==> src/rtl/sample_stream_receiver_if.sv <==
`timescale 1ns/1ps
`default_nettype none
// +----------------------------------------------------------------------------+
// | Module      : sample_stream_receiver_if                                     |
// | Description : Link (SCL/SS/MOSI) and FIFO read-side signal bundle for the   |
// |               sample stream receiver.                                       |
// | Revision    : 1.0 - initial release                                         |
// +----------------------------------------------------------------------------+
interface sample_stream_receiver_if #(
  parameter int DATA_W = 12,
  parameter int DEPTH  = 4
);
  // Serial link, driven by the transmitting parent
  logic                     SCL;
  logic                     SS;
  logic                     MOSI;
  // Local FIFO read port
  logic                     rd_en;
  logic [DATA_W-1:0]        rd_data;
  logic                     rd_valid;
  logic                     empty;
  logic                     full;
  logic [$clog2(DEPTH):0]   count;
  logic                     frame_err;
  logic                     overflow;

  // Link driver and sample consumer side
  modport master (
    output SCL, SS, MOSI, rd_en,
    input  rd_data, rd_valid, empty, full, count, frame_err, overflow
  );

  // Receiver side
  modport slave (
    input  SCL, SS, MOSI, rd_en,
    output rd_data, rd_valid, empty, full, count, frame_err, overflow
  );
endinterface
`default_nettype wire

==> src/rtl/sample_stream_receiver.sv <==
`timescale 1ns/1ps
`default_nettype none
// +----------------------------------------------------------------------------+
// | Module      : sample_stream_receiver                                        |
// | Description : Oversampling receiver for the 12-bit sample write link.       |
// |               Synchronises SCL/SS/MOSI, deserialises MSB-first frames and   |
// |               queues good samples in a small circular FIFO.                 |
// | Revision    : 1.0 - initial release                                         |
// +----------------------------------------------------------------------------+
module sample_stream_receiver #(
  parameter int DATA_W      = 12,
  parameter int DEPTH       = 4,
  parameter int SYNC_STAGES = 2
) (
  input  wire logic                clk,
  input  wire logic                rst,    // asynchronous, active-low
  sample_stream_receiver_if.slave  bus
);

  localparam int              AW        = $clog2(DEPTH);
  localparam int              CW        = $clog2(DATA_W + 1);
  localparam logic [CW-1:0]   LAST_BIT  = CW'(DATA_W - 1);
  localparam logic [AW:0]     FULL_CNT  = (AW + 1)'(DEPTH);

  typedef enum logic [1:0] {
    ST_IDLE     = 2'd0,
    ST_RECV     = 2'd1,
    ST_WAIT_END = 2'd2
  } state_t;

  // ---------------------------------------------------------------------------
  // Input conditioning
  // ---------------------------------------------------------------------------
  logic [SYNC_STAGES-1:0] scl_sync_q,  scl_sync_d;
  logic [SYNC_STAGES-1:0] ss_sync_q,   ss_sync_d;
  logic [SYNC_STAGES-1:0] mosi_sync_q, mosi_sync_d;
  logic                   scl_prev_q,  scl_prev_d;
  logic                   ss_prev_q,   ss_prev_d;

  logic scl_s, ss_s, mosi_s;
  logic scl_rise, ss_fall, ss_rise;

  // Next values of the synchroniser chains and their one-cycle-delayed copies
  always_comb begin
    scl_sync_d  = {scl_sync_q[SYNC_STAGES-2:0],  bus.SCL};
    ss_sync_d   = {ss_sync_q[SYNC_STAGES-2:0],   bus.SS};
    mosi_sync_d = {mosi_sync_q[SYNC_STAGES-2:0], bus.MOSI};
    scl_prev_d  = scl_sync_q[SYNC_STAGES-1];
    ss_prev_d   = ss_sync_q[SYNC_STAGES-1];
  end

  // Synchroniser registers. SS resets low so that a link already held low when
  // reset is released produces no falling edge: a frame can only start after
  // SS has been seen high.
  always_ff @(posedge clk or negedge rst) begin
    if (!rst) begin
      scl_sync_q  <= '0;
      ss_sync_q   <= '0;
      mosi_sync_q <= '0;
      scl_prev_q  <= 1'b0;
      ss_prev_q   <= 1'b0;
    end else begin
      scl_sync_q  <= scl_sync_d;
      ss_sync_q   <= ss_sync_d;
      mosi_sync_q <= mosi_sync_d;
      scl_prev_q  <= scl_prev_d;
      ss_prev_q   <= ss_prev_d;
    end
  end

  // Edge detection on the synchronised values
  always_comb begin
    scl_s    = scl_sync_q[SYNC_STAGES-1];
    ss_s     = ss_sync_q[SYNC_STAGES-1];
    mosi_s   = mosi_sync_q[SYNC_STAGES-1];
    scl_rise = scl_s & ~scl_prev_q;
    ss_fall  = ~ss_s & ss_prev_q;
    ss_rise  = ss_s & ~ss_prev_q;
  end

  // ---------------------------------------------------------------------------
  // Frame FSM
  // ---------------------------------------------------------------------------
  state_t            state_q,      state_d;
  logic [DATA_W-1:0] shift_q,      shift_d;
  logic [CW-1:0]     bit_cnt_q,    bit_cnt_d;
  logic              long_flag_q,  long_flag_d;
  logic              push_q,       push_d;
  logic [DATA_W-1:0] push_data_q,  push_data_d;
  logic              frame_err_q,  frame_err_d;

  // Next-state, shift and push-request logic for the frame decoder
  always_comb begin
    state_d     = state_q;
    shift_d     = shift_q;
    bit_cnt_d   = bit_cnt_q;
    long_flag_d = long_flag_q;
    push_d      = 1'b0;
    push_data_d = push_data_q;
    frame_err_d = 1'b0;

    unique case (state_q)
      ST_IDLE: begin
        shift_d     = '0;
        bit_cnt_d   = '0;
        long_flag_d = 1'b0;
        // An SCL rise coincident with the SS fall is deliberately not counted
        if (ss_fall) begin
          state_d = ST_RECV;
        end
      end

      ST_RECV: begin
        if (ss_rise) begin
          frame_err_d = 1'b1;
          state_d     = ST_IDLE;
        end else if (scl_rise) begin
          shift_d   = {shift_q[DATA_W-2:0], mosi_s};
          bit_cnt_d = bit_cnt_q + CW'(1);
          if (bit_cnt_q == LAST_BIT) begin
            state_d = ST_WAIT_END;
          end
        end
      end

      ST_WAIT_END: begin
        if (ss_rise) begin
          if (long_flag_q) begin
            frame_err_d = 1'b1;
          end else begin
            push_d      = 1'b1;
            push_data_d = shift_q;
          end
          state_d = ST_IDLE;
        end else if (scl_rise) begin
          // Extra clock: remember it, but keep the captured sample intact
          long_flag_d = 1'b1;
        end
      end

      default: begin
        state_d = ST_IDLE;
      end
    endcase
  end

  // Frame decoder registers
  always_ff @(posedge clk or negedge rst) begin
    if (!rst) begin
      state_q     <= ST_IDLE;
      shift_q     <= '0;
      bit_cnt_q   <= '0;
      long_flag_q <= 1'b0;
      push_q      <= 1'b0;
      push_data_q <= '0;
      frame_err_q <= 1'b0;
    end else begin
      state_q     <= state_d;
      shift_q     <= shift_d;
      bit_cnt_q   <= bit_cnt_d;
      long_flag_q <= long_flag_d;
      push_q      <= push_d;
      push_data_q <= push_data_d;
      frame_err_q <= frame_err_d;
    end
  end

  // ---------------------------------------------------------------------------
  // Sample FIFO
  // ---------------------------------------------------------------------------
  logic [DATA_W-1:0] mem_q [DEPTH];
  logic [AW-1:0]     wr_ptr_q,   wr_ptr_d;
  logic [AW-1:0]     rd_ptr_q,   rd_ptr_d;
  logic [AW:0]       count_q,    count_d;
  logic              empty_q,    empty_d;
  logic              full_q,     full_d;
  logic [DATA_W-1:0] rd_data_q,  rd_data_d;
  logic              rd_valid_q, rd_valid_d;
  logic              overflow_q, overflow_d;
  logic              pop_ok, push_ok;

  // Push/pop arbitration. A pop in the same cycle frees a slot, so a push into
  // a full FIFO is still accepted; a pop from an empty FIFO never happens.
  always_comb begin
    pop_ok     = bus.rd_en && (count_q != '0);
    push_ok    = push_q && ((count_q != FULL_CNT) || pop_ok);

    wr_ptr_d   = push_ok ? (wr_ptr_q + AW'(1)) : wr_ptr_q;
    rd_ptr_d   = pop_ok  ? (rd_ptr_q + AW'(1)) : rd_ptr_q;

    count_d    = count_q;
    if (push_ok && !pop_ok) begin
      count_d = count_q + (AW + 1)'(1);
    end else if (pop_ok && !push_ok) begin
      count_d = count_q - (AW + 1)'(1);
    end

    empty_d    = (count_d == '0);
    full_d     = (count_d == FULL_CNT);
    rd_data_d  = pop_ok ? mem_q[rd_ptr_q] : rd_data_q;
    rd_valid_d = pop_ok;
    overflow_d = overflow_q | (push_q & ~push_ok);
  end

  // FIFO storage; contents need no reset because count gates every read
  always_ff @(posedge clk) begin
    if (push_ok) begin
      mem_q[wr_ptr_q] <= push_data_q;
    end
  end

  // FIFO pointers, occupancy and registered read-side outputs
  always_ff @(posedge clk or negedge rst) begin
    if (!rst) begin
      wr_ptr_q   <= '0;
      rd_ptr_q   <= '0;
      count_q    <= '0;
      empty_q    <= 1'b1;
      full_q     <= 1'b0;
      rd_data_q  <= '0;
      rd_valid_q <= 1'b0;
      overflow_q <= 1'b0;
    end else begin
      wr_ptr_q   <= wr_ptr_d;
      rd_ptr_q   <= rd_ptr_d;
      count_q    <= count_d;
      empty_q    <= empty_d;
      full_q     <= full_d;
      rd_data_q  <= rd_data_d;
      rd_valid_q <= rd_valid_d;
      overflow_q <= overflow_d;
    end
  end

  assign bus.rd_data   = rd_data_q;
  assign bus.rd_valid  = rd_valid_q;
  assign bus.empty     = empty_q;
  assign bus.full      = full_q;
  assign bus.count     = count_q;
  assign bus.frame_err = frame_err_q;
  assign bus.overflow  = overflow_q;

endmodule
`default_nettype wire

==> src/flat_wrapper.sv <==
// flat-port wrapper written by rule: the top's interface ports become plain ports
module sample_stream_receiver_flat 
#(
  parameter int DATA_W      = 12,
  parameter int DEPTH       = 4,
  parameter int SYNC_STAGES = 2
)
  (clk, rst, bus_SCL, bus_SS, bus_MOSI, bus_rd_en, bus_rd_data, bus_rd_valid, bus_empty, bus_full, bus_count, bus_frame_err, bus_overflow);
  sample_stream_receiver_if #(.DATA_W(DATA_W), .DEPTH(DEPTH)) bus_i ();
  input  wire logic clk;
  input  wire logic rst;
  input wire logic [$bits(bus_i.SCL)-1:0] bus_SCL;
  input wire logic [$bits(bus_i.SS)-1:0] bus_SS;
  input wire logic [$bits(bus_i.MOSI)-1:0] bus_MOSI;
  input wire logic [$bits(bus_i.rd_en)-1:0] bus_rd_en;
  output wire logic [$bits(bus_i.rd_data)-1:0] bus_rd_data;
  output wire logic [$bits(bus_i.rd_valid)-1:0] bus_rd_valid;
  output wire logic [$bits(bus_i.empty)-1:0] bus_empty;
  output wire logic [$bits(bus_i.full)-1:0] bus_full;
  output wire logic [$bits(bus_i.count)-1:0] bus_count;
  output wire logic [$bits(bus_i.frame_err)-1:0] bus_frame_err;
  output wire logic [$bits(bus_i.overflow)-1:0] bus_overflow;
  assign bus_i.SCL = bus_SCL;
  assign bus_i.SS = bus_SS;
  assign bus_i.MOSI = bus_MOSI;
  assign bus_i.rd_en = bus_rd_en;
  assign bus_rd_data = bus_i.rd_data;
  assign bus_rd_valid = bus_i.rd_valid;
  assign bus_empty = bus_i.empty;
  assign bus_full = bus_i.full;
  assign bus_count = bus_i.count;
  assign bus_frame_err = bus_i.frame_err;
  assign bus_overflow = bus_i.overflow;
  sample_stream_receiver #(.DATA_W(DATA_W), .DEPTH(DEPTH), .SYNC_STAGES(SYNC_STAGES)) u_core (.clk(clk), .rst(rst), .bus(bus_i));
endmodule
==> config.mk <==
export PLATFORM = sky130hd
export DESIGN_NAME = sample_stream_receiver_flat
export DESIGN_NICKNAME = d
export VERILOG_FILES = /design/src/rtl/sample_stream_receiver_if.sv /design/src/rtl/sample_stream_receiver.sv /design/src/flat_wrapper.sv
export SDC_FILE = /design/constraint.sdc
export NUM_CORES = 1
export LEC_CHECK = 0
export CAP_MARGIN = 25
export CORE_UTILIZATION = 40
export CTS_BUF_LIST = sky130_fd_sc_hd__clkbuf_8
export DETAILED_ROUTE_END_ITERATION = 16
export SLEW_MARGIN = 5
export SYNTH_ARGS = -nofsm -noshare
export SYNTH_HDL_FRONTEND = slang
export SYNTH_SLANG_ARGS = --single-unit
==> constraint.sdc <==
create_clock -name clk -period 1.88 [get_ports clk]
set_input_delay 0.188 -clock clk [delete_from_list [all_inputs] [get_ports clk]]
set_output_delay 0.188 -clock clk [all_outputs]
set_load 0.02 [all_outputs]
==> results of run 1 <==
-- power by group through the flow --
stage	registers [mW]	logic, mW	clock network, mW
final	2.96	1.89	1.32
after global routing	3.00	2.05	1.45
after CTS	2.96	1.92	1.36
after detailed placement	3.02	1.92	0
after global placement	3.01	1.90	0
after floorplan	3.23	1.00	0
-- layer usage --
layer  GRT usage [%]  vias up  part of all wire, %
met1            18.3     1103                   49
li1                -     1049                    -
met2            19.7       34                   46
met4            6.16        0                  1.9
met5               0        -                    0
met3            3.10        9                  3.0
-- Yosys cell counts (2+ instances only) --
library cell | instances | area share (%)
nor2_1 | 7 | 0.60
nand3_1 | 2 | 0.23
a21oi_1 | 6 | 0.68
buf_6 | 3 | 0.77
a22o_1 | 13 | 2.6
a31oi_1 | 2 | 0.28
a21o_1 | 3 | 0.51
ha_1 | 11 | 3.1
mux2_2 | 25 | 6.4
buf_2 | 3 | 0.34
inv_1 | 8 | 0.68
and2_1 | 4 | 0.57
nor3_2 | 2 | 0.45
edfxtp_1 | 48 | 33
nand4_1 | 2 | 0.28
mux2_1 | 2 | 0.51
mux4_2 | 12 | 6.1
buf_4 | 3 | 0.51
dfrtp_1 | 63 | 36
nor2b_1 | 4 | 0.57
xnor2_1 | 4 | 0.80
nand2_1 | 5 | 0.43
nand2b_1 | 5 | 0.71
o21ai_0 | 3 | 0.34
xor2_1 | 2 | 0.40
-- metrics by stage --
stage	cell area [um2]	util [%]	worst slack (ns)
after CTS	5070	48.3	0.0986
after global placement	4880	46.5	0.138
after detailed placement	4880	46.5	0.110
final	5070	48.3	0.136
after floorplan	4410	-	-0.0257
after global routing	5070	48.3	-0.0805
-- path summary, 6_finish.rpt --
path / start / endpoint / slack, ns / depth (start not counted)
worst min register to register: u_core.mosi_sync_q[0] / u_core.mosi_sync_q[1] / 0.35 / 0
max in group asynchronous: rst / u_core.bus.empty / 1.20 / 3
worst max-delay path: u_core.bus.count[0] / u_core.mem_q[2][9] / 0.14 / 6
worst min-delay path: bus_SS / u_core.ss_sync_q[0] / 0.23 / 1
min in group asynchronous: rst / u_core.ss_sync_q[1] / 0.33 / 3
worst max register to register: u_core.bus.count[0] / u_core.mem_q[2][9] / 0.14 / 6
-- cell type report --
class                   count  area [um2]  area share (%)
clock buffers               9         124            2.44
clock inverters             7        55.1            1.09
inverters                   9        33.8           0.666
multi-input cells         128        1250            24.7
flip-flops and latches    112        3050            60.0
well taps                 136         170            3.35
repair buffers             39         390            7.69
-- flip-flops by register name, indices dropped and copies added, names as in the netlist, 2 cells and up --
| name | flops |
|---|---|
| u_core.shift_q | 12 |
| u_core.bus.rd_data | 12 |
| u_core.wr_ptr_q | 2 |
| u_core.scl_sync_q | 2 |
| u_core.push_data_q | 12 |
| u_core.state_q | 2 |
| u_core.ss_sync_q | 2 |
| u_core.mem_q | 48 |
| u_core.mosi_sync_q | 2 |
| u_core.bus.count | 3 |
| u_core.bit_cnt_q | 4 |
| u_core.rd_ptr_q | 2 |
-- cell usage in the layout, fill, tap and decap left out, drive strengths merged, types with 9 or more instances in the layout --
cell / instances
edfxtp: 48
dfrtp: 63
clkdlybuf4s50: 24
buf: 14
ha: 11
mux4: 12
mux2: 27
a22o: 13
inv: 13
clkbuf: 9
-- repair_timing --
action | in CTS | in global routing
hold buffers | 1 | 0
endpoints found under the setup margin | 0 | 63
hold endpoints to repair | 63 | 0
resized for setup | 0 | 1
-- worst reg2reg max path, delay by kind of cell (launching register included) --
family	cells	cell delay (ns)
adder cells (fa/ha/maj)	1	0.21
AND/OR/NAND/NOR	4	0.75
flip-flops	1	0.38
buffers and inverters	1	0.09
-- kinds of logic after synthesis --
| family | Yosys count | share of synthesized area, % |
|---|---|---|
| compound gates | 35 | 6.08 |
| xor+xnor | 6 | 1.19 |
| simple gates | 37 | 4.89 |
| buf+inv | 19 | 2.47 |
| mux | 39 | 13.1 |
| fa+ha+maj | 11 | 3.13 |
| flops | 112 | 69.2 |
==> results.md, run 1 <==
* Layout overhead on the synthesized area at 15.3%
* Clk slew on worst S/H paths at 0.11 ns
* Netlist Area Pre-Place at 4400 um2
* Core Area at 10500 um2
* Post-synthesis sequential area ratio at 69.2%
* Initial antenna violation count at 0
* Fraction of layout cells with a size suffix above 1 at 26.0%
* Primary flip-flop cell chosen by synthesis mapping: dfrtp_1
* Io pins at 26
* CTS tree: built
* First-pass GRT wire length at 11200 um
* Vias in the first global route at 2144
* WP buf/inv at 1
* Layout Nets at 316
* Vias at 2195
* GP Congestion at 0.792
* Worst hold-check path type: in -> reg
* IO Port Bufs at 25
* Clock root buffer: clkbuf_8
* CP endpoint kind: register
* Fin crit period at 1.74 ns
* Final Setup Violations at 0
* Req. time, crit path at 1.92 ns
* Die Wd at 107 um
* Max Slew Vio Count at 0
* Sequential share of power at 48.0%
* Worst Path Arrival at 1.79 ns
* Total power at 6.17 mW
* Max-cap violation count at 0
* Worst-margin pin slew at 0.548 ns
* Critical path class: reg -> reg
* Fill cells at 916
* # Post-CTS Setup Buffers at 0
* DRC Markers at 0
* Clock Tree Buf Depth at 2
* Non-filler cells, final at 440
* Count of cell types in the netlist at 42
* GRT Total Usage at 13.2%
* Setup TNS Final at 0 ns
* Crit path top cell by count: nor2_1
* CP max-delay cell: and2_2
* CP peak stage delay at 0.40 ns
* Switch share at 31.0%
* Syn. warnings at 0
* DIE AREA at 11400 um2
* Initial core utilization at 41.9%
* Leakage at 2.12 nW
* Max frequency at 0.573 GHz
* Status: finished clean
* Crit-path leading delay family: simple AND/OR/NAND/NOR gates
* Final Hold Viols at 0
* Post-synth EDFFs at 48
* DRT Wirelength at 6730 um
* Post-Syn Instances at 259
* Clock skew at 0.0167 ns
* Clock power share at 21.4%
* Row count at 37
* Avg WL per Cell at 15.3 um
* Syn avg cell area at 17.0 um2
* CP cell instances: inv_1, ha_1, nand2_1, nor2_1, nor2_1, and2_2
* #FFs+latches synth at 112
* Asr flop ratio synth at 57.1%
* H-tree depth at 3
* RSZ-0062 raised after global routing: yes
* Worst hold slack at 0.233 ns
* Num CTS Buffers at 9
* DR vias/cell at 4.99
* Net Switching at 1.91 mW
* Largest net degree at the start of global routing at 65
* Worst Path Max Fanout at 12
* Clock Sinks at 112
* Post-Place Cells at 423
* Net Count, Synth at 276
* Worst slew margin at 63.4%
* Final period util at 92.8%
* DP HPWL at 4480 um
* Setup crit start kind: register
* Chip height at 107 um
* VDD IR-drop max at 0.526 mV
* Latest clock arrival within the worst-skew pair at 0.38 ns
* Final ANT Viol Nets at 0
* Internal power at 4.26 mW
* Ant diodes at 0
* Power Density at 1220 nW/um2
* Gr ovfl total at 0
* Pre-antenna DRT Iters at 4
* Initial drt markers at 92
* Logic pwr share at 30.6%
(Power assumes the default switching activity.)
==> inputs of run 2 (changes only) <==
--- a/config.mk
+++ b/config.mk
@@ -5,7 +5,6 @@
 export SDC_FILE = /design/constraint.sdc
 export NUM_CORES = 1
 export LEC_CHECK = 0
-export CAP_MARGIN = 25
 export CORE_UTILIZATION = 40
 export CTS_BUF_LIST = sky130_fd_sc_hd__clkbuf_8
 export DETAILED_ROUTE_END_ITERATION = 16
==> results of run 2 <==
Same layout as run 1: the final DEF is identical, and so are final timing and power.
